[src/rtl/apb_led_pwm.sv]
// APB3 multi-channel LED controller: per-channel off/PWM/blink/on modes, a shared
// prescaler and blink timer, and duty values double-buffered once per PWM period.
module apb_led_pwm #(
   parameter int NUM_LEDS      = 8,
   parameter int PWM_BITS      = 8,
   parameter int PRESCALE_BITS = 16
) (
   input  logic                PCLK,
   input  logic                PRESERN,
   input  logic                PSEL,
   input  logic                PENABLE,
   input  logic                PWRITE,
   input  logic [31:0]         PADDR,
   input  logic [31:0]         PWDATA,
   output logic [31:0]         PRDATA,
   output logic                PREADY,
   output logic                PSLVERR,
   output logic [NUM_LEDS-1:0] LED
);

   localparam logic [5:0] IDX_CTRL     = 6'd0;
   localparam logic [5:0] IDX_PRESCALE = 6'd1;
   localparam logic [5:0] IDX_MODE     = 6'd2;
   localparam logic [5:0] IDX_BLINK    = 6'd3;
   localparam logic [5:0] IDX_STATUS   = 6'd4;
   localparam logic [5:0] IDX_DUTY0    = 6'd8;

   logic [1:0]               ctrl_q;
   logic [PRESCALE_BITS-1:0] prescale_q;
   logic [2*NUM_LEDS-1:0]    mode_q;
   logic [15:0]              blink_q;
   logic [PWM_BITS-1:0]      duty_q   [NUM_LEDS];
   logic [PWM_BITS-1:0]      shadow_q [NUM_LEDS];

   logic [PRESCALE_BITS-1:0] presc_cnt_q, presc_cnt_d;
   logic [PWM_BITS-1:0]      pwm_cnt_q, pwm_cnt_d;
   logic [15:0]              blink_cnt_q, blink_cnt_d;
   logic                     phase_q, phase_d;
   logic [NUM_LEDS-1:0]      led_q, led_d;

   logic [5:0]               idx_s;
   logic                     is_duty_s;
   logic                     mapped_s;
   logic                     wr_ok_s;
   logic                     wr_prescale_s;
   logic                     en_s;
   logic                     tick_s;
   logic                     wrap_s;
   logic [NUM_LEDS-1:0]      raw_s;
   logic [NUM_LEDS-1:0]      ch_s;
   logic [31:0]              rdata_s;
   logic                     unused_s;

   assign idx_s    = PADDR[7:2];
   assign unused_s = ^{PADDR[31:8], PADDR[1:0], PWDATA};

   // Address decode: fixed registers plus one DUTY slot per implemented channel.
   always_comb begin
      is_duty_s = 1'b0;
      for (int i = 0; i < NUM_LEDS; i++) begin
         is_duty_s = is_duty_s | (idx_s == IDX_DUTY0 + 6'(i));
      end
      case (idx_s)
         IDX_CTRL, IDX_PRESCALE, IDX_MODE, IDX_BLINK, IDX_STATUS: mapped_s = 1'b1;
         default:                                                 mapped_s = is_duty_s;
      endcase
   end

   assign wr_ok_s       = PSEL & PENABLE & PWRITE & mapped_s & (idx_s != IDX_STATUS);
   assign wr_prescale_s = wr_ok_s & (idx_s == IDX_PRESCALE);

   // Read mux; unmapped addresses and unused bits fall through as zero.
   always_comb begin
      rdata_s = 32'd0;
      case (idx_s)
         IDX_CTRL:     rdata_s[1:0]               = ctrl_q;
         IDX_PRESCALE: rdata_s[PRESCALE_BITS-1:0] = prescale_q;
         IDX_MODE:     rdata_s[2*NUM_LEDS-1:0]    = mode_q;
         IDX_BLINK:    rdata_s[15:0]              = blink_q;
         IDX_STATUS: begin
            rdata_s[PWM_BITS-1:0] = pwm_cnt_q;
            rdata_s[16]           = phase_q;
         end
         default: begin
            for (int i = 0; i < NUM_LEDS; i++) begin
               rdata_s[PWM_BITS-1:0] = rdata_s[PWM_BITS-1:0] |
                  ((idx_s == IDX_DUTY0 + 6'(i)) ? duty_q[i] : {PWM_BITS{1'b0}});
            end
         end
      endcase
   end

   assign PRDATA  = (PSEL && !PWRITE) ? rdata_s : 32'd0;
   assign PREADY  = 1'b1;
   assign PSLVERR = PSEL & PENABLE & (~mapped_s | (PWRITE & (idx_s == IDX_STATUS)));

   assign en_s   = ctrl_q[0];
   assign tick_s = en_s && (presc_cnt_q == prescale_q);
   assign wrap_s = tick_s && (pwm_cnt_q == {PWM_BITS{1'b1}});

   // Timebase next state: everything sits at zero while disabled.
   always_comb begin
      presc_cnt_d = {PRESCALE_BITS{1'b0}};
      pwm_cnt_d   = {PWM_BITS{1'b0}};
      blink_cnt_d = 16'd0;
      phase_d     = 1'b0;
      if (en_s) begin
         if (tick_s || wr_prescale_s) begin
            presc_cnt_d = {PRESCALE_BITS{1'b0}};
         end else begin
            presc_cnt_d = presc_cnt_q + PRESCALE_BITS'(1);
         end
         if (tick_s) begin
            pwm_cnt_d = pwm_cnt_q + PWM_BITS'(1);
         end else begin
            pwm_cnt_d = pwm_cnt_q;
         end
         if (!wrap_s) begin
            blink_cnt_d = blink_cnt_q;
            phase_d     = phase_q;
         end else if (blink_cnt_q == blink_q) begin
            blink_cnt_d = 16'd0;
            phase_d     = ~phase_q;
         end else begin
            blink_cnt_d = blink_cnt_q + 16'd1;
            phase_d     = phase_q;
         end
      end else begin
         phase_d = 1'b0;
      end
   end

   // Per-channel mode selection and output polarity.
   always_comb begin
      raw_s = {NUM_LEDS{1'b0}};
      ch_s  = {NUM_LEDS{1'b0}};
      led_d = {NUM_LEDS{1'b0}};
      for (int i = 0; i < NUM_LEDS; i++) begin
         raw_s[i] = (pwm_cnt_q < shadow_q[i]);
         case (mode_q[2*i +: 2])
            2'b00:   ch_s[i] = 1'b0;
            2'b01:   ch_s[i] = raw_s[i];
            2'b10:   ch_s[i] = raw_s[i] & phase_q;
            default: ch_s[i] = 1'b1;
         endcase
         led_d[i] = ctrl_q[1] ^ (en_s & ch_s[i]);
      end
   end

   // Software-visible register file.
   always_ff @(posedge PCLK or negedge PRESERN) begin
      if (!PRESERN) begin
         ctrl_q     <= 2'b00;
         prescale_q <= {PRESCALE_BITS{1'b0}};
         mode_q     <= {(2*NUM_LEDS){1'b0}};
         blink_q    <= 16'd0;
         for (int i = 0; i < NUM_LEDS; i++) begin
            duty_q[i] <= {PWM_BITS{1'b0}};
         end
      end else begin
         if (wr_ok_s) begin
            case (idx_s)
               IDX_CTRL:     ctrl_q     <= PWDATA[1:0];
               IDX_PRESCALE: prescale_q <= PWDATA[PRESCALE_BITS-1:0];
               IDX_MODE:     mode_q     <= PWDATA[2*NUM_LEDS-1:0];
               IDX_BLINK:    blink_q    <= PWDATA[15:0];
               default:      ;
            endcase
         end
         for (int i = 0; i < NUM_LEDS; i++) begin
            if (wr_ok_s && (idx_s == IDX_DUTY0 + 6'(i))) begin
               duty_q[i] <= PWDATA[PWM_BITS-1:0];
            end
         end
      end
   end

   // Timebase, duty shadows (old DUTY wins on a coincident wrap) and LED register.
   always_ff @(posedge PCLK or negedge PRESERN) begin
      if (!PRESERN) begin
         presc_cnt_q <= {PRESCALE_BITS{1'b0}};
         pwm_cnt_q   <= {PWM_BITS{1'b0}};
         blink_cnt_q <= 16'd0;
         phase_q     <= 1'b0;
         led_q       <= {NUM_LEDS{1'b0}};
         for (int i = 0; i < NUM_LEDS; i++) begin
            shadow_q[i] <= {PWM_BITS{1'b0}};
         end
      end else begin
         presc_cnt_q <= presc_cnt_d;
         pwm_cnt_q   <= pwm_cnt_d;
         blink_cnt_q <= blink_cnt_d;
         phase_q     <= phase_d;
         led_q       <= led_d;
         for (int i = 0; i < NUM_LEDS; i++) begin
            if (!en_s || wrap_s) begin
               shadow_q[i] <= duty_q[i];
            end
         end
      end
   end

   assign LED = led_q;

endmodule
[config.mk]
export PLATFORM = sky130hd
export DESIGN_NAME = apb_led_pwm
export DESIGN_NICKNAME = d
export VERILOG_FILES = /design/src/rtl/apb_led_pwm.sv
export SDC_FILE = /design/constraint.sdc
export NUM_CORES = 1
export LEC_CHECK = 0
export ABC_CLOCK_PERIOD_IN_PS = 2000
export CELL_PAD_IN_SITES_DETAIL_PLACEMENT = 0
export CELL_PAD_IN_SITES_GLOBAL_PLACEMENT = 1
export CORE_ASPECT_RATIO = 2
export CORE_MARGIN = 2
export CORE_UTILIZATION = 40
export DETAILED_ROUTE_END_ITERATION = 6
export PLACE_DENSITY_LB_ADDON = 0.1
export SLEW_MARGIN = 5
export SYNTH_ARGS = -nofsm -noshare
export SYNTH_HDL_FRONTEND = slang
export SYNTH_SLANG_ARGS = --single-unit
[constraint.sdc]
create_clock -name PCLK -period 2 [get_ports PCLK]
set_input_delay 0.3 -clock PCLK [delete_from_list [all_inputs] [get_ports PCLK]]
set_output_delay 0.3 -clock PCLK [all_outputs]
set_load 0.005 [all_outputs]
==> results list <==
- Run status: finished, violations left
* Failing checks: negative setup slack
- Max-slew violation total from the final report: 0
- After global routing the overflow that remains totals 0.
- Data arrives at the worst endpoint at 2.00 ns.
* Clock skew after layout: 0.01003 ns
* Area growth from synthesis to layout: 40.66%
- WL/cell: 21.67 um
- Number of buffer and inverter instances along the worst setup path: 1
- Crit path largest cell delay: 0.41 ns
- The critical path in this run is classified as reg2out.
- Post-route fraction of the period consumed by the critical path: 114.9%
- Clock root buffer: sky130_fd_sc_hd__clkbuf_16
- Post-DP HPWL: 28040 um
- Across all layers, the routed design uses 9870 vias.
- Antenna diodes: 0
* Cell types with the largest area share after synthesis: sky130_fd_sc_hd__dfrtp_1, sky130_fd_sc_hd__mux2_2, sky130_fd_sc_hd__ha_1
- Fraction of post-synthesis cell area in the top cell type by area: 46.21%
* Sequential fraction of the synthesis area: 46.21%
* Number of synthesized flops with an enable pin: 0
* Final critical-path setup slack: -0.2979 ns
* Count of antenna-violating nets left after detailed routing: 0
- The signal on the critical path passes through mux2_2 > a22o_1 > a22o_1 > a211oi_2 > a211oi_2 > buf_2.
* Number of buffers added by the clock tree synthesis step: 23
* Maximum capacitance violations: 0
- Latest clock arrival within the worst-skew pair: 0.54 ns
- Category of the worst setup path capture point: output pin
- The number of antenna violations at the first check in global routing was 0.
- Flops & latches, synth: 227
* Synthesized area: 0.01229 sq mm
* Placer congestion estimate: 0.8199
- Master of the slowest instance on the critical path: sky130_fd_sc_hd__dfrtp_1
- Yosys top cell by area: sky130_fd_sc_hd__dfrtp_1
- LEAKAGE: 7.989 nW
- Hold Crit Class: in2async
- Global routing used 24.07% of the available tracks across all layers.
- Distinct cell type count of the synthesized netlist: 56
- Routed wire length: 39750 um
- The floorplan has 90 rows.
- Entering global routing, the biggest net connects 50 pins.
* Most repeated cell in the gate-level netlist after synthesis: sky130_fd_sc_hd__dfrtp_1
- Drt via density: 5.382
* Worst-margin pin slew: 0.6240 ns
- In this run the number of H-tree levels came out at 1.
- Flip-flop cell with the highest count after synthesis: sky130_fd_sc_hd__dfrtp_1
* Cells after DPL: 1738
- Number of failing hold endpoints at the final stage: 0
- In this run the count of I/O pins placed on the die edge is 111.
- After technology mapping, the gate count stands at 1177.
- Worst max-slew margin expressed relative to the limit: 58.27%
- After the last flow step, the layout net total stands at 1577.
- At the worst endpoint, the required time is 1.70 ns.
- Worst Setup Start Kind: flip-flop
* Pre-Repair DR Iteration Count: 4
* Die Footprint: 0.03224 sq mm
* Setup repair after global routing missed its margin: yes
* CTS clock-pin slew for the worst setup and hold paths: 0.07 ns
- Maximum net fanout on the critical path: 2
* Yosys warning total: 0
- The finished cells cover 0.01729 sq mm.
- From bottom edge to top edge, the die measures 251.9 um.
* Footprint of the multi-input gates: 0.007257 sq mm
* Syn Area/Cell: 10.44 sq um
- The first global-routing pass estimated 58520 um of wire.
- Sinks on Clock Net: 227
- Standard cell area after detailed placement: 0.01473 sq mm
- After detailed routing, the number of remaining DRC violations is 0.
* Effective utilization at floorplan: 40.73%
- Most numerous cell types in the synthesized netlist: sky130_fd_sc_hd__dfrtp_1, sky130_fd_sc_hd__nand2_1, sky130_fd_sc_hd__mux2_2, sky130_fd_sc_hd__o21ai_0
- After floorplanning, the core was sized to cover 0.03018 sq mm.
- Number of buffers on the longest clock path: 3
* Final worst path period need: 2.298 ns
* Sequential cell area: 0.005697 sq mm
- Power density over cell area: 640.9 mW/mm^2
- Counting the fill cells in the layout gives 2657.
* Cell family contributing the most delay on the critical path: compound AO/OA/AOI/OAI gates
- Iter 0 DRT Violations: 415
- For this run, asynchronously set or reset flops after synthesis account for 100.0%.
* Count of buffers inserted at the top-level ports: 52
- Setup violations remaining at the end of the flow were counted as 104.
- Share of layout cells above drive strength 1: 46.52%
* Highest ir drop seen on vdd: 999.6 uV
* Die W: 128.0 um
- After routing, the total negative slack on setup checks comes to -15.96 ns.
* Count of placed standard cells in the final layout, fillers left out: 1834
- For this run, the top clock speed supported by timing is 435.2 MHz.
- CTS tree: built
- Via count of the first global-routing pass: 10170
==> worst paths after layout <==
| kind | cells past startpoint | start | endpoint | slack [ns] |
|---|---|---|---|---|
| setup / recovery | 6 | duty_q[45]$_DFFE_PN0P_ | PRDATA[5] | -0.30 |
| hold / removal | 2 | PRESERN | duty_q[25]$_DFFE_PN0P_ | 0.28 |
| setup reg to reg | 11 | prescale_q[13]$_DFFE_PN0P_ | shadow_q[55]$_DFFE_PN0P_ | -0.26 |
| hold reg to reg | 2 | shadow_q[24]$_DFFE_PN0P_ | shadow_q[24]$_DFFE_PN0P_ | 0.48 |
| max in group asynchronous | 3 | PRESERN | blink_q[12]$_DFFE_PN0P_ | 1.00 |
| min in group PCLK | 2 | PWDATA[9] | mode_q[9]$_DFFE_PN0P_ | 0.45 |
==> cell type report <==
type	count	share of cell area (%)
Multi-Input combinational cell	834	41.97
Sequential cell	227	32.94
Timing Repair Buffer	304	16.97
Clock buffer	29	3.575
Tap cell	368	2.663
Inverter	59	1.281
Clock inverter	13	0.6006
==> placed cells by master (no fill, tap or decap), types with 24 or more instances in the layout <==
cell	synthesis	layout
sky130_fd_sc_hd__nand3_1	33	32
sky130_fd_sc_hd__nand2_1	142	74
sky130_fd_sc_hd__o21ai_2	1	40
sky130_fd_sc_hd__nor2_1	46	39
sky130_fd_sc_hd__buf_4	17	190
sky130_fd_sc_hd__nand2_2	1	40
sky130_fd_sc_hd__o21ai_1	0	34
sky130_fd_sc_hd__a21o_1	24	24
sky130_fd_sc_hd__dfrtp_1	227	214
sky130_fd_sc_hd__clkdlybuf4s50_1	0	27
sky130_fd_sc_hd__ha_1	59	58
sky130_fd_sc_hd__nand2_4	0	29
sky130_fd_sc_hd__inv_1	59	59
sky130_fd_sc_hd__mux2_2	129	128
sky130_fd_sc_hd__clkbuf_16	0	33
==> registers in the layout (all words and copies together) (netlist names) <==
register,cells
LED,8
blink_cnt_q,16
blink_q,16
ctrl_q,2
duty_q,64
mode_q,16
phase_q,1
presc_cnt_q,16
prescale_q,16
pwm_cnt_q,8
shadow_q,64
==> routing by layer <==
metal | routed length, um | track usage (%)
met1 | 14050 | 25.94
met2 | 23000 | 46.69
met3 | 952 | 1.866
met4 | 1751 | 10.99
met5 | 0 | 0
==> report_power, final <==
| part | leakage [nW] | switching [W] | internal [W] |
|---|---|---|---|
| Sequential | 3.10 | 0.000124 | 0.00479 |
| Clock | 0.349 | 0.00195 | 0.00233 |
| Combinational | 4.54 | 0.000976 | 0.000908 |
==> repair_timing <==
action | CTS | global route
gates cloned | 3 | 13
endpoints found under the hold margin | 41 | 0
pin swaps | 58 | 88
gates resized for setup | 216 | 277
hold buffers | 1 | 0
setup endpoints to repair | 129 | 125
buffers inserted | 30 | 15
==> metrics by stage <==
stage / power [W] / util [%] / worst slack [ns] / hold WS, ns
final: 0.01108 / 57.30 / -0.2979 / 0.2772
after global routing: 0.01147 / 57.30 / -0.3571 / 0.3040
after CTS: 0.01091 / 53.67 / -0.3007 / 0.2908
after detailed placement: 0.006406 / 48.81 / -0.9319 / 0.2540
after global placement: 0.006389 / 48.81 / -0.9525 / 0.2500
after floorplan: 0.005661 / - / -0.1576 / 0.004409
==> cell families (layout without fill, tap and decap cells) <==
group / after synthesis / count (layout) / share of synthesized area, %
AOI/OAI and AO/OA: 235 / 235 / 11.98
DFF: 227 / 227 / 46.21
muxes: 146 / 146 / 14.42
and+or+nand+nor: 325 / 325 / 12.90
buffers and inverters: 130 / 405 / 4.651
adders and majority gates: 59 / 59 / 6.005
other: 2 / 16 / 0.06109
xor gates and xnor gates: 53 / 53 / 3.776
No activity file was read; power rests on OpenSTA's default activity.
